--- config.mk ---
export PLATFORM = sky130hd
export DESIGN_NAME = pt_credit_tx
export DESIGN_NICKNAME = d
export VERILOG_FILES = /design/src/rtl/pt_credit_tx.sv
export SDC_FILE = /design/constraint.sdc
export NUM_CORES = 1
export LEC_CHECK = 0
export CAP_MARGIN = 20
export CORE_MARGIN = 5
export CORE_UTILIZATION = 35
export DETAILED_ROUTE_END_ITERATION = 10
export PLACE_DENSITY = 0.71
export SLEW_MARGIN = 20
export SYNTH_ARGS = -nofsm -noshare
export SYNTH_HDL_FRONTEND = slang
export SYNTH_SLANG_ARGS = --single-unit
--- constraint.sdc ---
create_clock -name i_clk -period 6.9 [get_ports i_clk]
set_clock_uncertainty 0.1 [all_clocks]
set_input_delay 1.035 -clock i_clk [delete_from_list [all_inputs] [get_ports i_clk]]
set_output_delay 1.035 -clock i_clk [all_outputs]
set_load 0.005 [all_outputs]
--- src/rtl/pt_credit_tx.sv ---
// Credit-based transmitter: forwards items only while remote buffer credits remain.
// Optional macro PT_CREDIT_TX_CHECK_EN enables the sticky credit-overflow flag on o_error.
module pt_credit_tx #(
  parameter type DATA_T = logic [31:0],
  parameter int  DEPTH  = 8
) (
  input  logic                         i_clk,
  input  logic                         i_rst,
  input  DATA_T                        i_data,
  input  logic                         i_valid,
  output logic                         o_ready,
  output DATA_T                        o_tx_data,
  output logic                         o_tx_valid,
  input  logic                         i_crd_return,
  output logic [$clog2(DEPTH+1)-1:0]   o_credits,
  output logic [1:0]                   o_state,
  output logic                         o_idle,
  output logic                         o_error
);

  localparam int COUNT_W = $clog2(DEPTH+1);
  localparam logic [COUNT_W-1:0] DEPTH_C = COUNT_W'(DEPTH);
  localparam logic [COUNT_W-1:0] ONE_C   = COUNT_W'(1);

  typedef enum logic [1:0] {
    ST_FULL    = 2'd0,
    ST_PARTIAL = 2'd1,
    ST_EMPTY   = 2'd2
  } state_e;

  logic [COUNT_W-1:0] credits_q, credits_d;
  state_e             state_q, state_d;
  DATA_T              tx_data_q, tx_data_d;
  logic               tx_valid_q, tx_valid_d;
  logic               send;

  // Handshake: an item transfers when i_valid && o_ready; o_ready depends only on
  // registered credits, so a credit returned this cycle is usable from the next one.
  assign o_ready = (credits_q != '0);
  assign send    = i_valid && o_ready;

  always_comb begin
    credits_d = credits_q;
    if (send && !i_crd_return) begin
      credits_d = credits_q - ONE_C;
    end else if (!send && i_crd_return && (credits_q != DEPTH_C)) begin
      credits_d = credits_q + ONE_C;
    end

    state_d = ST_PARTIAL;
    if (credits_d == DEPTH_C) begin
      state_d = ST_FULL;
    end else if (credits_d == '0) begin
      state_d = ST_EMPTY;
    end

    tx_valid_d = send;
    tx_data_d  = send ? i_data : tx_data_q;
  end

  always_ff @(posedge i_clk) begin
    if (!i_rst) begin
      credits_q  <= DEPTH_C;
      state_q    <= ST_FULL;
      tx_valid_q <= 1'b0;
      tx_data_q  <= '0;
    end else begin
      credits_q  <= credits_d;
      state_q    <= state_d;
      tx_valid_q <= tx_valid_d;
      tx_data_q  <= tx_data_d;
    end
  end

`ifdef PT_CREDIT_TX_CHECK_EN
  logic error_q, error_d;

  always_comb begin
    error_d = error_q;
    if (i_crd_return && !send && (credits_q == DEPTH_C)) begin
      error_d = 1'b1;
    end
  end

  always_ff @(posedge i_clk) begin
    if (!i_rst) begin
      error_q <= 1'b0;
    end else begin
      error_q <= error_d;
    end
  end

  assign o_error = error_q;
`else
  assign o_error = 1'b0;
`endif

  assign o_tx_data  = tx_data_q;
  assign o_tx_valid = tx_valid_q;
  assign o_credits  = credits_q;
  assign o_state    = state_q;
  assign o_idle     = (state_q == ST_FULL);

  // Every transition between the three encodings is legal, so the only illegal
  // observations are the unused encoding or a state inconsistent with the count.
  always @(posedge i_clk) begin
    if (i_rst) begin
      assert (state_q != 2'd3);
      assert (credits_q <= DEPTH_C);
      assert ((state_q == ST_FULL) == (credits_q == DEPTH_C));
      assert ((state_q == ST_EMPTY) == (credits_q == '0));
    end
  end

endmodule

==> metrics.yaml, run 1 <==
placement:
  placed_area_um2: 2370
  dp_hpwl_mm: 2.84
  port_buffers: 76
  place.gp.congestion: 0.806
global_routing:
  grt_max_degree: 40
  grt_pass1_vias: 1362
  grt_first_pass_wirelength_mm: 6.64
  grt_use_total_pct: 13.5
  antenna_found_initial: 0
  grt_overflow: 0
layout:
  area_growth_pct: 53.2
  diodes: 0
  multiInputGateArea_um2: 756
  finalCoreUtilization_pct: 56.0
  design_area_um2: 2460
  drive_gt1_share_pct: 5.73
  layout.nets: 300
  regArea_um2: 781
  nFillCells: 443
timing:
  fmax_mhz: 323
  report.final.slew_viol_count: 0
  fin_tns_setup_ps: 0
  period_share_pct: 44.9
  hold_violations: 0
  setup_viol_count_final: 0
  relSlewSlack_pct: 59.1
  rsz0062_at_grt: "false"
  min_period_ps: 3100
  worst_slew_pin_slew_ps: 614
critical_path:
  cp_cell_sequence: "inv_1 > ha_1 > or3b_1 > clkdlybuf4s50_1"
  arrival_ps: 1960
  critical_path_peak_fanout: 10
  crit_path_end_kind: "output pin"
  crit_type: "register to output pin"
  cp_slowest_cell: "clkdlybuf4s50_1"
  crit_path_max_incr_delay_ps: 490
  worst_setup_path_start_kind: "register"
  crit_required_ps: 5760
logic_synthesis:
  yosys.area.top_type: "dfxtp_1"
  synthTopCellsByCount: "nand2_1 (68), dfxtp_1 (39), a21boi_0 (32)"
  yosys-top-cells-area: "dfxtp_1 (49%), nand2_1 (16%), a21boi_0 (15%)"
  synth_edf_count: 0
  postSynthCellCount: 193
  ys_seq_area_share_pct: 48.7
  syn_nets: 231
  avgSynthCellArea_um2: 8.30
  ys_ff_latch: 39
  yosys_warnings: 0
  yosysMostFrequentCell: "nand2_1"
  yosys_most_used_dff: "dfxtp_1"
  async_flop_share_pct: 0
  syn-cell-area_um2: 1600
  yosys.area.top_type_share_pct: 48.7
  ys_types: 34
floorplanning:
  io_pins: 78
  core_region_area_um2: 4380
  die-area_um2: 6030
  initial_core_util_pct: 36.6
  die_w_um: 77.7
  dieHeight_um: 77.7
  fp-row-count: 24
clocking:
  numCtsBuffers: 5
  hold_buffers: 0
  clk_pin_slew_worst_paths_ps: 70
  clk_latency_ps: 280
  htreeDepth: 2
  clock_path_buffers: 2
  clock-root-buffer: "clkbuf_8"
  clock-sinks: 39
  cts_tree: "built"
  cts_resized: 0
  cts_setup_buffers: 0
routing:
  wirelength_mm: 4.07
  num_vias: 1484
  postRouteAntennaNets: 0
  drt_iter0_markers: 78
  drc: 0
  via_per_inst: 4.73
  avgRoutedWirePerCell_um: 13.0
  firstDrtPassIters: 4
pwr:
  combPwrFrac_pct: 29.9
  p_sw_w: 0.000169
  power.leakage_nw: 0.951
  p_seq_share_pct: 45.1
  p_sw_share_pct: 27.9
  clkPwrFrac_pct: 25.0
  p_per_area_nw_per_um2: 247
  ir_drop_mv: 0.154
  p_int_w: 0.000437
worst_hold_path:
  hp-class: "register to register"
outcome:
  status: "finished, final reports clean"
flow_run:
  cap_violations: 0
## layer usage
layer	global-route usage [%]	vias up	wire [µm]
met5	0	-	0
met4	5.67	0	78
met3	4.63	8	281
met2	20.9	43	2000
met1	17.2	665	1710
li1	-	768	-
## critical path: cells and delay by family, from the launching register on
kind / cells / cell delay, ps
and+or+nand+nor: 1 / 470
buffers and inverters: 2 / 580
adders and majority gates: 1 / 230
DFF: 1 / 400
## layout by cell type, fill, tap and decap left out, drive strengths merged
cell           count
or3                1
nand2             68
nand3b             1
a21boi            32
inv                3
xnor2              1
and2               2
a22oi              1
clkinv             1
clkdlybuf4s50     75
or2b               1
conb               1
clkbuf             6
dfxtp             39
nand4              1
or3b               1
o21ai              4
buf                1
and3               4
and3b              3
nor2b              1
a31oi              2
nor2               4
a211oi             1
or4                1
o22ai              1
o311a              1
nand3              2
nor4               1
ha                 2
## logic make-up after synthesis
| group | Yosys count | share of synthesized area [%] |
|---|---|---|
| AOI/OAI and AO/OA | 42 | 19.0 |
| adders and majority gates | 2 | 1.56 |
| DFF | 39 | 48.7 |
| xor gates and xnor gates | 1 | 0.547 |
| buffers and inverters | 17 | 4.29 |
| other | 1 | 0.234 |
| and+or+nand+nor | 91 | 25.6 |
## metrics by stage
stage               std cells  hold slack [ps]  total power (W)  setup slack (ps)
finish                    314              360         0.000606              3800
global route              314              385         0.000648              3650
CTS                       314              370         0.000616              3820
detailed placement        307              360         0.000462              3780
global placement          307              354         0.000459              3820
floorplan                 193              360         0.000366              4560
## flip-flops by register name, indices dropped and copies added, names as in the netlist
| signal | cells |
|---|---|
| o_credits | 4 |
| o_state | 2 |
| o_tx_data | 32 |
| o_tx_valid | 1 |
## power by group through the flow
stage | combinational [W] | clock (W) | sequential, W
5_1_grt | 0.000202 | 0.000167 | 0.000278
3_3_place_gp | 0.000181 | 0 | 0.000278
6_report | 0.000181 | 0.000151 | 0.000273
4_1_cts | 0.000185 | 0.000157 | 0.000273
3_5_place_dp | 0.000184 | 0 | 0.000278
2_1_floorplan | 0.0000889 | 0 | 0.000277
## cell type report
| class | count | area share [%] |
|---|---|---|
| well taps | 52 | 2.65 |
| clock buffers | 6 | 3.36 |
| clock inverters | 1 | 0.204 |
| multi-input cells | 137 | 30.8 |
| inverters | 3 | 0.458 |
| flip-flops and latches | 39 | 31.8 |
| repair buffers | 76 | 30.8 |
## path summary, 6_finish.rpt
kind | from | endpoint | slack [ps] | cells after the start
max reg2reg | o_credits[0]$_SDFF_PN0_ | o_state[1]$_SDFF_PP0_ | 4410 | 7
max | o_credits[0]$_SDFF_PN0_ | o_ready | 3800 | 4
min reg2reg | o_tx_data[20]$_SDFFE_PN0P_ | o_tx_data[20]$_SDFFE_PN0P_ | 360 | 2
min | o_tx_data[20]$_SDFFE_PN0P_ | o_tx_data[20]$_SDFFE_PN0P_ | 360 | 2
Power figures use the tool's default switching activity.
==> inputs of run 2 (changes only) <==
clock period = 3.1 ns   (was 6.9 ns; I/O delays follow)
==> run 2 against run 1 <==
Largest cell class is now non-clock buffers. Combinational power grew 130%. Global-route usage decreased by 0.36 points. Design area up 3.4%. Highest routed layer unchanged. Count of clock-buffer cells in the layout unchanged.
==> metrics.yaml, run 2 (synthesis gave the netlist of run 1 again) <==
routing:
  via_per_inst: 4.71  # -0.39%
  num_vias: 1497  # +0.88%
  wirelength_mm: 4.12  # +1.1%
  drc: 0  # unchanged
  avgRoutedWirePerCell_um: 13.0  # -0.17%
  drt_iter0_markers: 82  # +5.1%
  firstDrtPassIters: 4  # unchanged
  postRouteAntennaNets: 0  # unchanged
critical_path:
  cp_slowest_cell: "clkdlybuf4s50_1"
  cp_cell_sequence: "inv_1 > ha_1 > or3b_1 > clkdlybuf4s50_1"
  crit_required_ps: 2530  # -3230 ps
  arrival_ps: 1920  # -40 ps
  rr_endpoint: "o_state[1]$_SDFF_PP0_"
  regToRegSetupSlack_ps: 740  # -3670 ps
  crit_buf_inv: 2  # unchanged
  crit_family: "buffers and inverters"
  crit_path_end_kind: "output pin"
  worst_setup_path_start_kind: "register"
  critical_path_peak_fanout: 10  # unchanged
  r2r.worst_path.cells: 7  # unchanged
  crit_path_max_incr_delay_ps: 500  # about the same
  r2r_start: "o_credits[0]$_SDFF_PN0_"
  crit_type: "register to output pin"
worst_hold_path:
  holdPathStages: 2  # unchanged
  hp-class: "register to register"
  hp-start: "o_tx_data[28]$_SDFFE_PN0P_"
  holdPathEnd: "o_tx_data[28]$_SDFFE_PN0P_"
clocking:
  clk_pin_slew_worst_paths_ps: 80  # about the same
  clock_path_buffers: 2  # unchanged
  cts_setup_buffers: 0  # unchanged
  cts_resized: 0  # unchanged
  clock-sinks: 39  # unchanged
  clock-root-buffer: "clkbuf_8"
  clk_latency_ps: 290  # about the same
  htreeDepth: 2  # unchanged
  cts_tree: "built"
  numCtsBuffers: 5  # unchanged
  hold_buffers: 0  # unchanged
pwr:
  p_per_area_nw_per_um2: 599  # +140%
  total_power_w: 0.00152  # +150%
  ir_drop_mv: 0.602  # +290%
  power.leakage_nw: 0.989  # +3.9%
flow_run:
  cap_violations: 0  # unchanged
global_routing:
  grt_use_total_pct: 13.2  # -0.36 points
  grt_max_degree: 25  # -38%
  antenna_found_initial: 0  # unchanged
  grt_first_pass_wirelength_mm: 6.42  # -3.2%
  grt_overflow: 0  # unchanged
  grt_pass1_vias: 1338  # -1.8%
layout:
  largest_register_ffs: 32  # unchanged
  finalCoreUtilization_pct: 57.9  # +1.9 points
  area_growth_pct: 58.4
  regArea_um2: 781  # unchanged
  diodes: 0  # unchanged
  multiInputGateArea_um2: 753  # -0.33%
  drive_gt1_share_pct: 6.02  # +0.29 points
  layout_common_cells: "clkdlybuf4s50_1 (76), nand2_1 (68), dfxtp_1 (39)"
  nFillCells: 435  # -1.8%
  layout.nets: 303  # +1.0%
  layout_commonest_cell: "clkdlybuf4s50_1"
  design_area_um2: 2540  # +3.4%
timing:
  fmax_mhz: 402
  period_share_pct: 80.3
  worst_slew_pin_slew_ps: 587  # -26.8 ps
  setup_slack_ps: 612  # -3190 ps
  relSlewSlack_pct: 60.6  # +1.6 points
  hold_violations: 0  # unchanged
  report.final.slew_viol_count: 0  # unchanged
  setup_viol_count_final: 0  # unchanged
  rsz0062_at_grt: "false"
  fin_tns_setup_ps: 0  # unchanged
  min_period_ps: 2490
placement:
  port_buffers: 76  # unchanged
  place_ws_ps: 745  # -3030 ps
  placed_area_um2: 2410  # +1.5%
  place.gp.congestion: 0.867  # +7.7%
  dp_hpwl_mm: 3.01  # +6.0%
floorplanning:
  dieHeight_um: 77.7  # unchanged
  die-area_um2: 6030  # unchanged
  die_w_um: 77.7  # unchanged
  io_pins: 78  # unchanged
  initial_core_util_pct: 36.6  # unchanged
  core_region_area_um2: 4380  # unchanged
  fp-row-count: 24  # unchanged
outcome:
  status: "finished, final reports clean"
==> run 2: final cells by class <==
cell class                 instances  area share [%]
tap                               52            2.56
multi-input combinational        137            29.7
inverter                           3           0.444
clock inverter                     2            2.37
timing repair buffer              79            31.3
clock buffer                       6            2.86
sequential                        39            30.8
==> run 2: worst reg2reg max path, cell delays in order, from the launching register on <==
cell	delay, ps
dfxtp_1	390
inv_1	90
ha_1	220
or3b_1	440
and3_4	230
or4_1	460
a31oi_1	200
and3_1	180
==> run 2: layer usage <==
layer	up-vias	global-route usage (%)	part of all wire (%)
li1	775	-	-
met1	667	15.5	43
met2	47	21.9	48
met3	8	4.63	7.6
met4	0	5.15	1.7
met5	-	0	0
==> run 2: report_power, final <==
part           leakage, nW  switching [W]  total [W]  internal, W
registers            0.322      0.0000469   0.000605     0.000558
clock network       0.0654       0.000177   0.000499     0.000322
logic                0.602       0.000167   0.000415     0.000248
total                0.989       0.000391    0.00152      0.00113
==> run 2: worst max-delay path by stage <==
stage / start / to / slack [ps] / depth (start not counted)
final: o_credits[0]$_SDFF_PN0_ / o_ready / 610 / 4
after global routing: o_credits[1]$_SDFF_PN0_ / o_ready / 510 / 4
after CTS: o_credits[0]$_SDFF_PN0_ / o_ready / 600 / 4
after detailed placement: i_crd_return / o_state[1]$_SDFF_PP0_ / 740 / 6
after global placement: o_credits[0]$_SDFF_PN0_ / o_state[1]$_SDFF_PP0_ / 800 / 7
after floorplan: o_credits[0]$_SDFF_PN0_ / o_state[1]$_SDFF_PP0_ / 840 / 8
==> run 2: metrics by stage <==
step                      hold slack, ps  instances
final                                362        318
after global routing                 383        318
after CTS                            366        318
after detailed placement             355        310
after global placement               350        310
after floorplan                      360        193
==> inputs of run 3 (changes only) <==
clock period = 2.6 ns   (was 3.1 ns; I/O delays follow)
==> run 3 against run 2 <==
Design area fell by 2.1%. Critical path depth did not move. Flip-flop and latch count did not move. Routed wire length rose by 1.5%. Utilization fell by 1.2 points. Global-route usage rose by 0.35 points. Total power rose by 5.5%. First-iteration DRC count rose by 3.7%. Worst setup slack got worse by 410 ps. Largest power group unchanged. Highest routed layer unchanged.
==> metrics.yaml, run 3 (synthesis gave the netlist of run 1 again) <==
outcome:
  status: "finished, final reports clean"
pwr:
  p_sw_share_pct: 28.5  # +2.7 points
  clkPwrFrac_pct: 24.0  # -8.8 points
  p_int_w: 0.00115  # +1.6%
  p_sw_w: 0.000456  # +17%
  p_per_area_nw_per_um2: 645  # +7.7%
  combPwrFrac_pct: 30.7  # +3.4 points
  power.leakage_nw: 0.965  # -2.4%
  p_seq_share_pct: 45.2  # +5.4 points
  ir_drop_mv: 0.550  # -8.6%
placement:
  place_ws_ps: 217  # -528 ps
  dp_hpwl_mm: 3.10  # +3.3%
  dp.cells: 311  # +0.32%
  port_buffers: 76  # unchanged
  place.gp.congestion: 0.851  # -1.9%
  placed_area_um2: 2400  # -0.21%
timing:
  period_share_pct: 92.4
  setup_viol_count_final: 0  # unchanged
  report.final.slew_viol_count: 0  # unchanged
  worst_slew_pin_slew_ps: 599  # +12.2 ps
  fin_tns_setup_ps: 0  # unchanged
  rsz0062_at_grt: "false"
  whs_ps: 361  # -0.909 ps
  hold_violations: 0  # unchanged
  setup_slack_ps: 197  # -415 ps
  min_period_ps: 2400
  fmax_mhz: 416
  relSlewSlack_pct: 59.8  # -0.82 points
clocking:
  numCtsBuffers: 5  # unchanged
  cts_resized: 0  # unchanged
  cts_tree: "built"
  clock-sinks: 39  # unchanged
  clk_latency_ps: 280  # about the same
  htreeDepth: 2  # unchanged
  clock-root-buffer: "clkbuf_8"
  clock_path_buffers: 2  # unchanged
  hold_buffers: 0  # unchanged
  cts_setup_buffers: 0  # unchanged
  clk_pin_slew_worst_paths_ps: 70  # about the same
layout:
  multiInputGateArea_um2: 753  # unchanged
  nFillCells: 442  # +1.6%
  layout.nets: 304  # +0.33%
  layout_commonest_cell: "clkdlybuf4s50_1"
  area_growth_pct: 55.1
  layout_common_cells: "clkdlybuf4s50_1 (76), nand2_1 (68), dfxtp_1 (39)"
  regArea_um2: 781  # unchanged
  drive_gt1_share_pct: 6.37  # +0.35 points
  final_cells: 319  # +0.31%
  largest_register_ffs: 32  # unchanged
  diodes: 0  # unchanged
  design_area_um2: 2490  # -2.1%
global_routing:
  grt_pass1_vias: 1423  # +6.4%
  grt_overflow: 0  # unchanged
  antenna_found_initial: 0  # unchanged
  grt_max_degree: 24  # -4.0%
  grt_use_total_pct: 13.5  # +0.35 points
  grt_first_pass_wirelength_mm: 6.67  # +3.9%
routing:
  drt_iter0_markers: 85  # +3.7%
  firstDrtPassIters: 4  # unchanged
  wirelength_mm: 4.18  # +1.5%
  postRouteAntennaNets: 0  # unchanged
  num_vias: 1492  # -0.33%
  drc: 0  # unchanged
  via_per_inst: 4.68  # -0.65%
  avgRoutedWirePerCell_um: 13.1  # +1.2%
critical_path:
  crit_path_end_kind: "output pin"
  critical_path_peak_fanout: 10  # unchanged
  crit_required_ps: 2110  # -420 ps
  arrival_ps: 1910  # about the same
  cp_cell_sequence: "inv_1 > ha_1 > or3b_1 > clkdlybuf4s50_1"
  worst_setup_path_start_kind: "register"
  crit_path_max_incr_delay_ps: 490  # about the same
  cp_slowest_cell: "clkdlybuf4s50_1"
  crit_type: "register to output pin"
worst_hold_path:
  hp-class: "register to register"
floorplanning:
  dieHeight_um: 77.7  # unchanged
  die_w_um: 77.7  # unchanged
  core_region_area_um2: 4380  # unchanged
  initial_core_util_pct: 36.6  # unchanged
  die-area_um2: 6030  # unchanged
  io_pins: 78  # unchanged
  fp-row-count: 24  # unchanged
flow_run:
  cap_violations: 0  # unchanged
run 3: power groups by stage:
| stage | Sequential (W) | Combinational [W] | Clock [W] |
|---|---|---|---|
| floorplan | 0.000735 | 0.000236 | 0 |
| global placement | 0.000733 | 0.000494 | 0 |
| detailed placement | 0.000738 | 0.000499 | 0 |
| CTS | 0.000725 | 0.000501 | 0.000408 |
| global route | 0.000735 | 0.000547 | 0.000428 |
| finish | 0.000725 | 0.000493 | 0.000385 |
run 3: layout make-up:
| cell class | count | share of cell area [%] |
|---|---|---|
| timing repair buffer | 80 | 31.8 |
| clock inverter | 2 | 0.503 |
| sequential | 39 | 31.4 |
| multi-input combinational | 137 | 30.3 |
| inverter | 3 | 0.453 |
| clock buffer | 6 | 2.92 |
| tap | 52 | 2.62 |
run 3: critical path: cells and delay by family (launching register included):
family        cells  cell delay (ps)
fa+ha+maj         1              220
simple gates      1              450
flops             1              400
buf+inv           2              580
run 3: through the flow:
stage / total power (W) / util (%)
floorplan: 0.000970 / -
global placement: 0.00123 / 54.8
detailed placement: 0.00124 / 54.8
CTS: 0.00163 / 56.7
global route: 0.00171 / 56.7
finish: 0.00160 / 56.7
run 3: worst paths after layout:
check,startpoint,to,slack [ps],cells past startpoint
worst max register to register,o_credits[0]$_SDFF_PN0_,o_state[1]$_SDFF_PP0_,220,7
worst min-delay path,o_tx_data[16]$_SDFFE_PN0P_,o_tx_data[16]$_SDFFE_PN0P_,360,2
worst max-delay path,o_credits[0]$_SDFF_PN0_,o_ready,200,4
worst min register to register,o_tx_data[16]$_SDFFE_PN0P_,o_tx_data[16]$_SDFFE_PN0P_,360,2
run 3: routing by layer:
metal	share of wire [%]	up-vias	global-route usage, %
met5	0	-	0
met4	1.2	0	4.12
met3	6.7	7	4.98
met2	48	43	23.0
met1	44	666	15.8
li1	-	776	-
